### src/rtl/led_arbiter.sv
// led_arbiter: round-robin sharing of one LED between N_REQ requesters, timed on/off intervals.
// Optional LED_ARB_ABORT_EN adds an abort input that cuts an ON interval short.
module led_arbiter #(
  parameter int N_REQ     = 4,
  parameter int DUR_W     = 8,
  parameter int TICK_DIV  = 100_000_000,
  parameter int GAP_UNITS = 1
) (
  input  logic                       clk,
  input  logic                       rst,
  input  logic [N_REQ-1:0]           req,
  input  logic [N_REQ*DUR_W-1:0]     dur,
`ifdef LED_ARB_ABORT_EN
  input  logic                       abort,
`endif
  output logic [N_REQ-1:0]           ack,
  output logic [$clog2(N_REQ)-1:0]   grant_id,
  output logic                       busy,
  output logic                       led
);
  localparam int TW = $clog2(TICK_DIV);
  localparam int GW = $clog2(GAP_UNITS + 1);
  localparam int UW = DUR_W > GW ? DUR_W : GW;
  localparam int IW = $clog2(N_REQ);
  typedef enum logic [1:0] {IDLE, ON, GAP} state_t;
  state_t            state_q, state_d;
  logic [TW-1:0]     tick_q, tick_d;
  logic [UW-1:0]     unit_q, unit_d;
  logic [IW-1:0]     rr_q, rr_d, gid_q, gid_d, sel, idx;
  logic [N_REQ-1:0]  ack_q, ack_d;
  logic              led_q, led_d, found, wrap, abort_w;
  logic [DUR_W-1:0]  sel_dur;
`ifdef LED_ARB_ABORT_EN
  assign abort_w = abort;
`else
  assign abort_w = 1'b0;
`endif
  // First asserted request at or after rr_q, wrapping modulo N_REQ
  always_comb begin
    sel     = '0;
    idx     = '0;
    found   = 1'b0;
    sel_dur = '0;
    for (int k = 0; k < N_REQ; k++) begin
      idx = IW'((int'(rr_q) + k) % N_REQ);
      if (!found && req[idx]) begin
        sel   = idx;
        found = 1'b1;
      end
    end
    for (int i = 0; i < N_REQ; i++)
      if (IW'(i) == sel) sel_dur = dur[i*DUR_W +: DUR_W];
  end
  always_comb begin
    state_d = state_q;
    tick_d  = tick_q;
    unit_d  = unit_q;
    rr_d    = rr_q;
    gid_d   = gid_q;
    ack_d   = '0;
    led_d   = led_q;
    wrap    = tick_q == TW'(TICK_DIV - 1);
    if (state_q == IDLE) begin
      if (found) begin
        ack_d[sel] = 1'b1;
        gid_d      = sel;
        unit_d     = UW'(sel_dur);
        rr_d       = sel == IW'(N_REQ - 1) ? '0 : sel + 1'b1;
        tick_d     = '0;
        if (sel_dur != '0) begin
          led_d   = 1'b1;
          state_d = ON;
        end
      end
    end else if (state_q == ON && abort_w) begin
      led_d   = 1'b0;
      state_d = GAP;
      unit_d  = UW'(GAP_UNITS);
      tick_d  = '0;
    end else begin
      tick_d = wrap ? '0 : tick_q + 1'b1;
      if (wrap) begin
        unit_d = unit_q - 1'b1;
        if (unit_q == UW'(1)) begin
          led_d   = 1'b0;
          state_d = state_q == ON ? GAP : IDLE;
          unit_d  = state_q == ON ? UW'(GAP_UNITS) : '0;
        end
      end
    end
  end
  always_ff @(posedge clk) begin
    if (rst) begin
      state_q <= IDLE;
      tick_q  <= '0;
      unit_q  <= '0;
      rr_q    <= '0;
      gid_q   <= '0;
      ack_q   <= '0;
      led_q   <= 1'b0;
    end else begin
      state_q <= state_d;
      tick_q  <= tick_d;
      unit_q  <= unit_d;
      rr_q    <= rr_d;
      gid_q   <= gid_d;
      ack_q   <= ack_d;
      led_q   <= led_d;
    end
  end
  assign ack      = ack_q;
  assign grant_id = gid_q;
  assign busy     = state_q != IDLE;
  assign led      = led_q;
endmodule

### config.mk
export PLATFORM = sky130hd
export DESIGN_NAME = led_arbiter
export DESIGN_NICKNAME = d
export VERILOG_FILES = /design/src/rtl/led_arbiter.sv
export SDC_FILE = /design/constraint.sdc
export NUM_CORES = 1
export LEC_CHECK = 0
export CORE_UTILIZATION = 40
export CTS_CLUSTER_DIAMETER = 120
export DETAILED_ROUTE_END_ITERATION = 10
export PLACE_DENSITY = 0.75
export SLEW_MARGIN = 30
export SYNTH_ARGS = -nofsm -noshare
export SYNTH_HDL_FRONTEND = slang
export SYNTH_SLANG_ARGS = --single-unit
### constraint.sdc
create_clock -name clk -period 7.7 [get_ports clk]
set_input_delay 1.54 -clock clk [delete_from_list [all_inputs] [get_ports clk]]
set_output_delay 1.54 -clock clk [all_outputs]
set_load 0.02 [all_outputs]
Word-level counts from Yosys, hierarchy flattened
Index checks and enable logic that the tools add are counted.
{ "classes": {"reduce_logical": 17, "n_eq_ne": 9, "mux": 42, "addsub": 6, "n_lt_le_gt_ge": 6, "bitwise_logic": 2} }
{ "ops": {"columns": ["operator", "n"], "rows": [
  ["$mux W27", 3],
  ["$mux W8", 8],
  ["$add A27 B1 Y27 const B", 1],
  ["$eq A27 B27 Y1 const B", 1],
  ["$mux W2", 11],
  ["$lt A2 B3 Y1 const B", 5],
  ["$mux W1", 15],
  ["$bmux W1 S2", 4],
  ["$eq A8 B1 Y1 const B", 1],
  ["$reduce_bool A8 Y1", 1],
  ["$sub A8 B1 Y8 const B", 1],
  ["$reduce_bool A2 Y1", 3],
  ["$add A2 B1 Y2 const B", 2],
  ["$add A2 B2 Y2 const B", 2],
  ["$eq A2 B2 Y1 const A", 2],
  ["$logic_and A1 B1 Y1", 4],
  ["$logic_not A2 Y1", 2],
  ["$reduce_and A2 Y1", 2],
  ["$reduce_and A4 Y1", 1],
  ["$logic_not A1 Y1", 3],
  ["$reduce_or A3 Y1", 1],
  ["$demux W1 S2", 1],
  ["$eq A1 B2 Y1 const A", 1],
  ["$eq A2 B1 Y1 const B", 1],
  ["5 further kinds", 6]
]} }
{ "word_totals": {"elab_cells": 89, "out_inout_bits": 8, "input_bits": 38, "register_bits": 46} }

Logic depth before layout (Yosys ltp)
{ "logic_depth": {"ltp_word": 21, "mapped_depth": 14, "depth_no_buf": 12} }

Worst setup path before layout
OpenSTA, ideal clock, no wires.
{ "synth_path": {"kind": "input port to flip-flop", "start": "input req[2]", "end": "register state_q[0]", "required_ns": 7.577, "path_buffers": 1, "arrival_time_ns": 3.899, "setup_time_ns": 0.123, "slack_ns": 3.678, "cell_stages": 12, "path_cell_list": "mux2i_1 nor2_1 a311oi_1 inv_1 ha_1 buf_2 a211o_1 o221ai_1 o21ai_0 nor4_1 a31oi_1 mux2_1"} }
{ "synth_via": {"elab_chain_cells": 20, "elab_cells_between_ends": 34, "classes_between": "5 x eq/ne; 20 x mux; 9 x reduce/logical"} }
{ "synth_lines": {"columns": ["item", "line_no", "source"], "rows": [
  ["start: declaration", "11", "input logic [N_REQ-1:0] req,"],
  ["$bmux W1 S2", "46", "if (!found && req[idx]) begin"],
  ["$mux W1 (not written as such)", "46", null],
  ["$mux W1", "46", null],
  ["$logic_not A1 Y1", "46", null],
  ["$logic_and A1 B1 Y1", "46", null],
  ["$mux W1", "46", null],
  ["$logic_not A1 Y1", "46", null],
  ["$logic_and A1 B1 Y1", "46", null],
  ["[3 not listed]", null, null],
  ["$mux W2 *", "46", null],
  ["named net sel[0]", "29", "logic [IW-1:0] rr_q, rr_d, gid_q, gid_d, sel, idx;"],
  ["$logic_not A2 Y1", "52", "if (IW'(i) == sel) sel_dur = dur[i*DUR_W +: DUR_W];"],
  ["$mux W8 (3 in series)", "52", null],
  ["$mux W8 *", "52", null],
  ["$reduce_bool A8 Y1 *", "70", "if (sel_dur != '0) begin"],
  ["$ne A2 B1 Y1 (no line) *", null, null],
  ["$reduce_and A4 Y1 (no line) *", null, null],
  ["end signal: assignment", "102", "state_q <= state_d;"],
  ["end: declaration", "26", "state_t state_q, state_d;"]
]} }
The timed path passes the listed nets; every way through them passes the cells marked *. The select of a mux whose other input is x is not followed.
A chain may end at the register's enable or synchronous reset.

Worst setup path after layout
{ "layout_path": {"start": "input req[0]", "end": "register state_q[0]"} }
The elaborated chain is that of the path after synthesis.

==> impl_metrics.yaml <==
place:
  port_buffers: 45
  post-place-ws_ps: 2830
  placed_cells_incl_taps: 467
  detailedPlacementHpwl_mm: 4.91
  routabilityCongestion: 0.883
power_and_ir_drop:
  power_switching_share_pct: 43.6
  p_sw_mw: 0.417
  power_frac_clock_pct: 15.2
  power_density_nw_per_um2: 294
  power_frac_seq_pct: 32.0
  power.static_leakage_nw: 1.14
  power_report.internal_total_mw: 0.538
  irDropWorstVdd_mv: 0.119
  share_comb_of_total_power_pct: 52.8
synth:
  syn-cell-area_um2: 2700
  main_combinational_cell_family_by_area_after_synthesis: "simple AND/OR/NAND/NOR gates"
  ys_seq_area_share_pct: 33.4
  adder_cell_fraction_of_synth_area_pct: 3.25
  synthXorXnorAreaFrac_pct: 1.30
  synth_compound_gate_area_share_pct: 25.4
  synth_cell_type_count: 52
  synth.top_cell.area_share_pct: 33.4
  postSynthAreaPerCell_um2: 7.46
  synth_edf_count: 0
  yosysTopAreaCell: "sky130_fd_sc_hd__dfxtp_1"
  synth_area_leaders: "sky130_fd_sc_hd__dfxtp_1 (33%), sky130_fd_sc_hd__o21ai_0 (7.2%), sky130_fd_sc_hd__nand2_1 (5.7%)"
  synthMuxAreaShare_pct: 1.90
  asyncSetResetFlopFracSynth_pct: 0
  simple_logic_cell_fraction_of_the_synthesized_area_pct: 29.0
  postSynthCellCount: 362
  syn_nets: 407
  synth_seq_cells: 45
  ys_warns: 0
  commonest_register_cell_after_synthesis: "sky130_fd_sc_hd__dfxtp_1"
timing:
  setup_violations: 0
  hold_violations: 0
  slew-limit-headroom_pct: 38.0
  worst_pin_slew_ps: 926
  setup_total_negative_slack_ps: 0
  postLayoutSetupSlackWorst_ps: 3070
  rsz0062_at_grt: "no"
  fmax_mhz: 216
  clock_skew_ps: 7.05
  finalCritPeriodShare_pct: 60.2
  slew_limit_fails: 0
  post-route-min-period_ps: 4630
cells_and_area:
  num-nets-final: 442
  areaGrowthSynthToFinish_pct: 20.4
  antenna_cells: 0
  drive_above_1_share_pct: 4.02
  post_layout_nonfiller_instances: 475
drt:
  routed_wire_length_per_instance_um: 14.8
  route.antenna.remaining_nets: 0
  first_pass_iters: 8
  via_per_inst: 5.77
  drcViolationCount: 20
  via_count: 2739
  drt-total-wl_mm: 7.02
  drt_first_iter_violations: 245
global_route:
  grt_pass1_wl_mm: 11.8
  grt_pass1_vias: 2499
  grt_max_degree: 41
  grt-ovfl-total: 0
  antenna_found_initial: 0
  track_usage_pct: 20.2
setup_path:
  criticalPathCategory: "input pin to register"
  critical_path.cell_chain: "clkdlybuf4s50_1 > mux2i_1 > nor2_1 > a311oi_1 > ha_1 > and3b_1 > o221ai_1 > o21ai_0 > nor4_1 > a31oi_1 > mux2_1"
  timing.critical_path.fanout_max: 17
  timing.rr.end: "state_q[0]"
  worstSetupStartpointType: "input pin"
  reg2regPathDepth: 10
  crit-reg2reg-launch: "rr_q[1]"
  timing.critical_path.to_type: "register"
  critical_path_required_ps: 7900
  worst_ep_arrival_time_ps: 4830
  r2r_setup_slack_ps: 4310
  worst_path_max_delay_cell: "sky130_fd_sc_hd__ha_1"
  max_stage_delay_ps: 570
floorplanning:
  fp.coreArea_um2: 6420
  dieWidth_um: 84.1
  initial_utilization_pct: 42.0
  fp.dieArea_um2: 7080
  die-height_um: 84.1
  rows: 29
  io_pins: 46
clock_tree:
  numCtsBuffers: 5
  post_cts_repair_setup_buffers: 0
  tritoncts: "yes"
  cts.reportedPaths.clkPinSlew_ps: 90
  clock_sinks: 45
  htree_num_levels: 2
  post_cts.resized_instances: 0
  cts_root_buf: "sky130_fd_sc_hd__clkbuf_8"
  cts_hold_buffers: 0
  clock_path_buffers: 2
  clock_insertion_delay_worst_skew_ps: 300
flow_run:
  drv_cap: 0
worst_hold_path:
  min_to: "grant_id[1]"
  holdPathStages: 2
  hold_path.class: "register to register"
  worst_hold_startpoint: "grant_id[1]"
outcome:
  outcome: "complete, but fails checks"
  violated_checks: "design-rule violations"
## how the worst max path moves through the flow
stage                 from          to  slack [ps]  cells past startpoint
floorplan           req[2]  state_q[0]        3680                     12
finish              req[0]  state_q[0]        3070                     11
global route        req[0]  state_q[0]        2780                     11
CTS                 req[0]  state_q[0]        3150                     11
global placement    req[0]  state_q[0]        2930                     11
detailed placement  req[0]  state_q[0]        2830                     11
## metal layers
| layer | vias up | wire length (µm) | GRT usage (%) |
|---|---|---|---|
| met1 | 1257 | 3280 | 26.5 |
| met4 | 0 | 47 | 4.86 |
| met5 | - | 0 | 0 |
| met3 | 4 | 455 | 4.03 |
| li1 | 1389 | - | - |
| met2 | 89 | 3230 | 34.1 |
## layout by cell type (no fill, tap or decap), types with 4 or more instances in the layout
cell | netlist | routed
sky130_fd_sc_hd__clkdlybuf4s50_1 | 0 | 45
sky130_fd_sc_hd__a31oi_1 | 4 | 4
sky130_fd_sc_hd__nand2_1 | 41 | 41
sky130_fd_sc_hd__clkbuf_8 | 0 | 5
sky130_fd_sc_hd__dfxtp_1 | 45 | 45
sky130_fd_sc_hd__nand3_1 | 15 | 15
sky130_fd_sc_hd__a211oi_1 | 9 | 9
sky130_fd_sc_hd__mux2i_1 | 4 | 4
sky130_fd_sc_hd__o21ai_0 | 39 | 39
sky130_fd_sc_hd__nor2_1 | 35 | 34
sky130_fd_sc_hd__xor2_1 | 4 | 4
sky130_fd_sc_hd__or3_1 | 8 | 8
sky130_fd_sc_hd__nand2b_1 | 4 | 4
sky130_fd_sc_hd__inv_1 | 15 | 15
sky130_fd_sc_hd__nand4_1 | 7 | 7
sky130_fd_sc_hd__nor3_1 | 21 | 21
sky130_fd_sc_hd__a21oi_1 | 25 | 25
sky130_fd_sc_hd__o22ai_1 | 7 | 7
sky130_fd_sc_hd__a22oi_1 | 8 | 8
sky130_fd_sc_hd__ha_1 | 7 | 7
## state kept, by name, indices dropped and copies added (netlist names)
signal	count
tick_q	27
unit_q	8
ack	4
grant_id	2
rr_q	2
state_q	2
## cell families after synthesis
| group | after synthesis |
|---|---|
| DFF | 45 |
| adders and majority gates | 7 |
| AOI/OAI and AO/OA | 111 |
| buffers and inverters | 35 |
| and+or+nand+nor | 155 |
| muxes | 5 |
| xor gates and xnor gates | 4 |
## final cells by class
class / count / area, µm²
Clock inverter: 2 / 10.0
Inverter: 16 / 60.1
Tap cell: 77 / 96.3
Multi-Input combinational cell: 282 / 1640
Timing Repair Buffer: 47 / 465
Clock buffer: 6 / 72.6
Fill cell: 628 / 3170
Sequential cell: 45 / 901
## power groups by stage
stage          sequential (mW)  combinational [mW]  clock, mW
6_report                 0.305               0.504      0.145
5_1_grt                  0.311               0.558      0.160
4_1_cts                  0.304               0.500      0.149
3_5_place_dp             0.309               0.498          0
3_3_place_gp             0.308               0.485          0
2_1_floorplan            0.314               0.367          0
## cell usage after synthesis (all sizes together) (2+ instances only)
cell type / n
and4: 2
nor4b: 2
a221oi: 2
or3: 8
a21oi: 25
clkbuf: 10
nand3b: 3
mux2i: 4
inv: 15
and3: 2
a211oi: 9
nor4: 2
a31o: 2
o211a: 3
and2: 3
a311oi: 2
buf: 9
nor2b: 2
xor2: 4
or4: 2
dfxtp: 45
nand4b: 2
ha: 7
nand3: 15
nor3: 21
nor2: 35
a31oi: 4
a22oi: 8
o21ai: 39
o22ai: 7
o32ai: 3
nand4: 7
or3b: 2
o31ai: 2
nand2: 41
nand2b: 4
## per-stage QoR
step / hold WS, ps / cell area [µm²] / total power [mW] / util, %
final: 465 / 3250 / 0.955 / 50.6
after detailed placement: 454 / 3170 / 0.807 / 49.3
after CTS: 466 / 3250 / 0.953 / 50.6
after floorplan: 448 / 2700 / 0.681 / -
after global placement: 452 / 3160 / 0.794 / 49.3
after global routing: 522 / 3250 / 1.03 / 50.6
## worst max-delay path: cells and delay by family
family | cells | cell delay, ps
mux | 2 | 510
simple gates | 3 | 630
fa+ha+maj | 1 | 570
compound gates | 4 | 1100
buf+inv | 1 | 480
No activity file was read; power rests on OpenSTA's default activity.
==> patch, RTL diff (config.mk and constraints unchanged) <==
Add a define of `LED_ARB_ABORT_EN`.
--- a/src/rtl/led_arbiter.sv
+++ b/src/rtl/led_arbiter.sv
@@ -1,4 +1,6 @@
 // led_arbiter: round-robin sharing of one LED between N_REQ requesters, timed on/off intervals.
 // Optional LED_ARB_ABORT_EN adds an abort input that cuts an ON interval short.
+`define LED_ARB_ABORT_EN
+
 module led_arbiter #(
   parameter int N_REQ     = 4,
Ports: changed (added abort); port bits go from 46 to 47. No check against the original RTL was run, so the function may have changed too.
==> patch against the original RTL <==
Synthesized area decreased by 7.1%. Final area decreased by 4.4%. Sequential cell count unchanged. Wire length decreased by 14%. Cell count decreased by 8.2%. Synthesized cell count decreased by 12%. Power decreased by 6.6%. Worst hold slack improved by 0.0024 ns. Worst setup slack got worse by 0.16 ns.
==> patch: results (changes against the original RTL) <==
status:
  status: "completed"
synth:
  synthTopCellsByArea: "dfxtp_1 (36%), nor2_1 (7.5%), xnor2_1 (4.5%)"
  yosysUniqueCellTypes: 50  # -3.8%
  synth-xor-area-share: 0.08737  # +0.07439
  syn_nets: 363  # -11%
  synth_common_cells: "nor2_1 (50), dfxtp_1 (45), nand2_1 (28)"
  ys_seq_area_frac: 0.3595  # +0.02566
  synth.area.mux_share: 0.01248  # -0.006527
  synth-adder-area-share: 0.03495  # +0.002495
  synth_most_common_cell: "nor2_1"
detailed_routing:
  drt_iter0_markers: 123  # -50%
  detail_route.wl_per_cell_um: 13.81  # -6.6%
  drt-pass1-iter-count: 4  # -4
grt:
  grt_first_pass_wirelength_um: 9777  # -17%
  grt_pass1_vias: 2249  # -10%
  grt_util_all_layers: 0.1915  # -0.01008
  grt_max_degree: 27  # -34%
critical_path:
  cp_max_fo: 9  # -8
  critPathArrivalTime_ns: 4.99  # +0.16 ns
  reg2regPathDepth: 12  # +2
  reg2reg_slack_ns: 4.32  # about the same
  rr_startpoint: "rr_q[0]"
sta:
  worstMarginPinSlew_ns: 0.7804  # -0.1459 ns
  fin_skew_ns: 0.006736  # -0.0003121 ns
power:
  leakage_nw: 1.080  # -5.2%
  power_switching_mw: 0.3766  # -9.6%
  peakVddDrop_mv: 0.1274  # +7.3%
placement:
  port_buffers: 46  # +2.2%
  gp_congestion: 0.8172  # -7.4%
  dpl_cell_area_um2: 3018  # -4.7%
layout:
  nets: 406  # -8.1%
  layout-drive-gt1-share: 0.05263  # +0.01243
  nFillCells: 563  # -10%
hold_path:
  hp-start: "grant_id[0]"
  whs_endpoint: "grant_id[0]"
[patch: cell count changes after synthesis, moves of 5 or more]
cell and delta:
o21ai_0 -30, nor2_1 +15, nand2_1 -13, nor3_1 -13, xnor2_1 +13, nand3_1 -9, xor2_1 +8, a22oi_1 -7
a211oi_1 -6, nor2b_1 +5, or3_1 -5
[patch: layout make-up]
type                            instances  share of cell area
Multi-Input combinational cell        247              0.4857
Sequential cell                        45              0.2900
Timing Repair Buffer                   46              0.1482
Tap cell                               75             0.03021
Clock buffer                            5             0.02215
Inverter                               15             0.01812
Clock inverter                          3            0.005638
[patch: cells by family (layout without fill, tap and decap cells)]
group,after synthesis,after routing
buffers and inverters,25,69
adder cells (fa/ha/maj),7,7
AO/OA/AOI/OAI,66,66
flip-flops,45,45
multiplexers,3,3
AND/OR/NAND/NOR,146,146
XOR/XNOR,25,25
[patch: worst max-delay path, stage by stage]
cell             delay, ns
clkdlybuf4s50_1       0.47
nor2b_1               0.18
a21oi_1               0.13
o22ai_1               0.10
a21oi_1               0.36
inv_1                 0.13
ha_1                  0.32
or2_2                 0.37
a221oi_1              0.35
o22ai_1               0.14
nor4b_1               0.37
a311oi_2              0.20
mux2_1                0.35
[patch: through the flow]
step	power, mW	utilization	setup slack, ns	cells
2_1_floorplan	0.6214	-	3.518	317
4_1_cts	0.8905	0.5182	2.973	436
3_3_place_gp	0.7322	0.5038	2.886	428
5_1_grt	0.9530	0.5186	2.724	436
3_5_place_dp	0.7442	0.5038	2.668	428
6_report	0.8921	0.5186	2.904	436
[patch: per-layer routing]
metal,track usage,wire (um),vias to the layer above
met3,0.04045,342,8
li1,-,-,1209
met2,0.3328,2883,58
met5,0,0,-
met1,0.2308,2718,1107
met4,0.06964,76,0
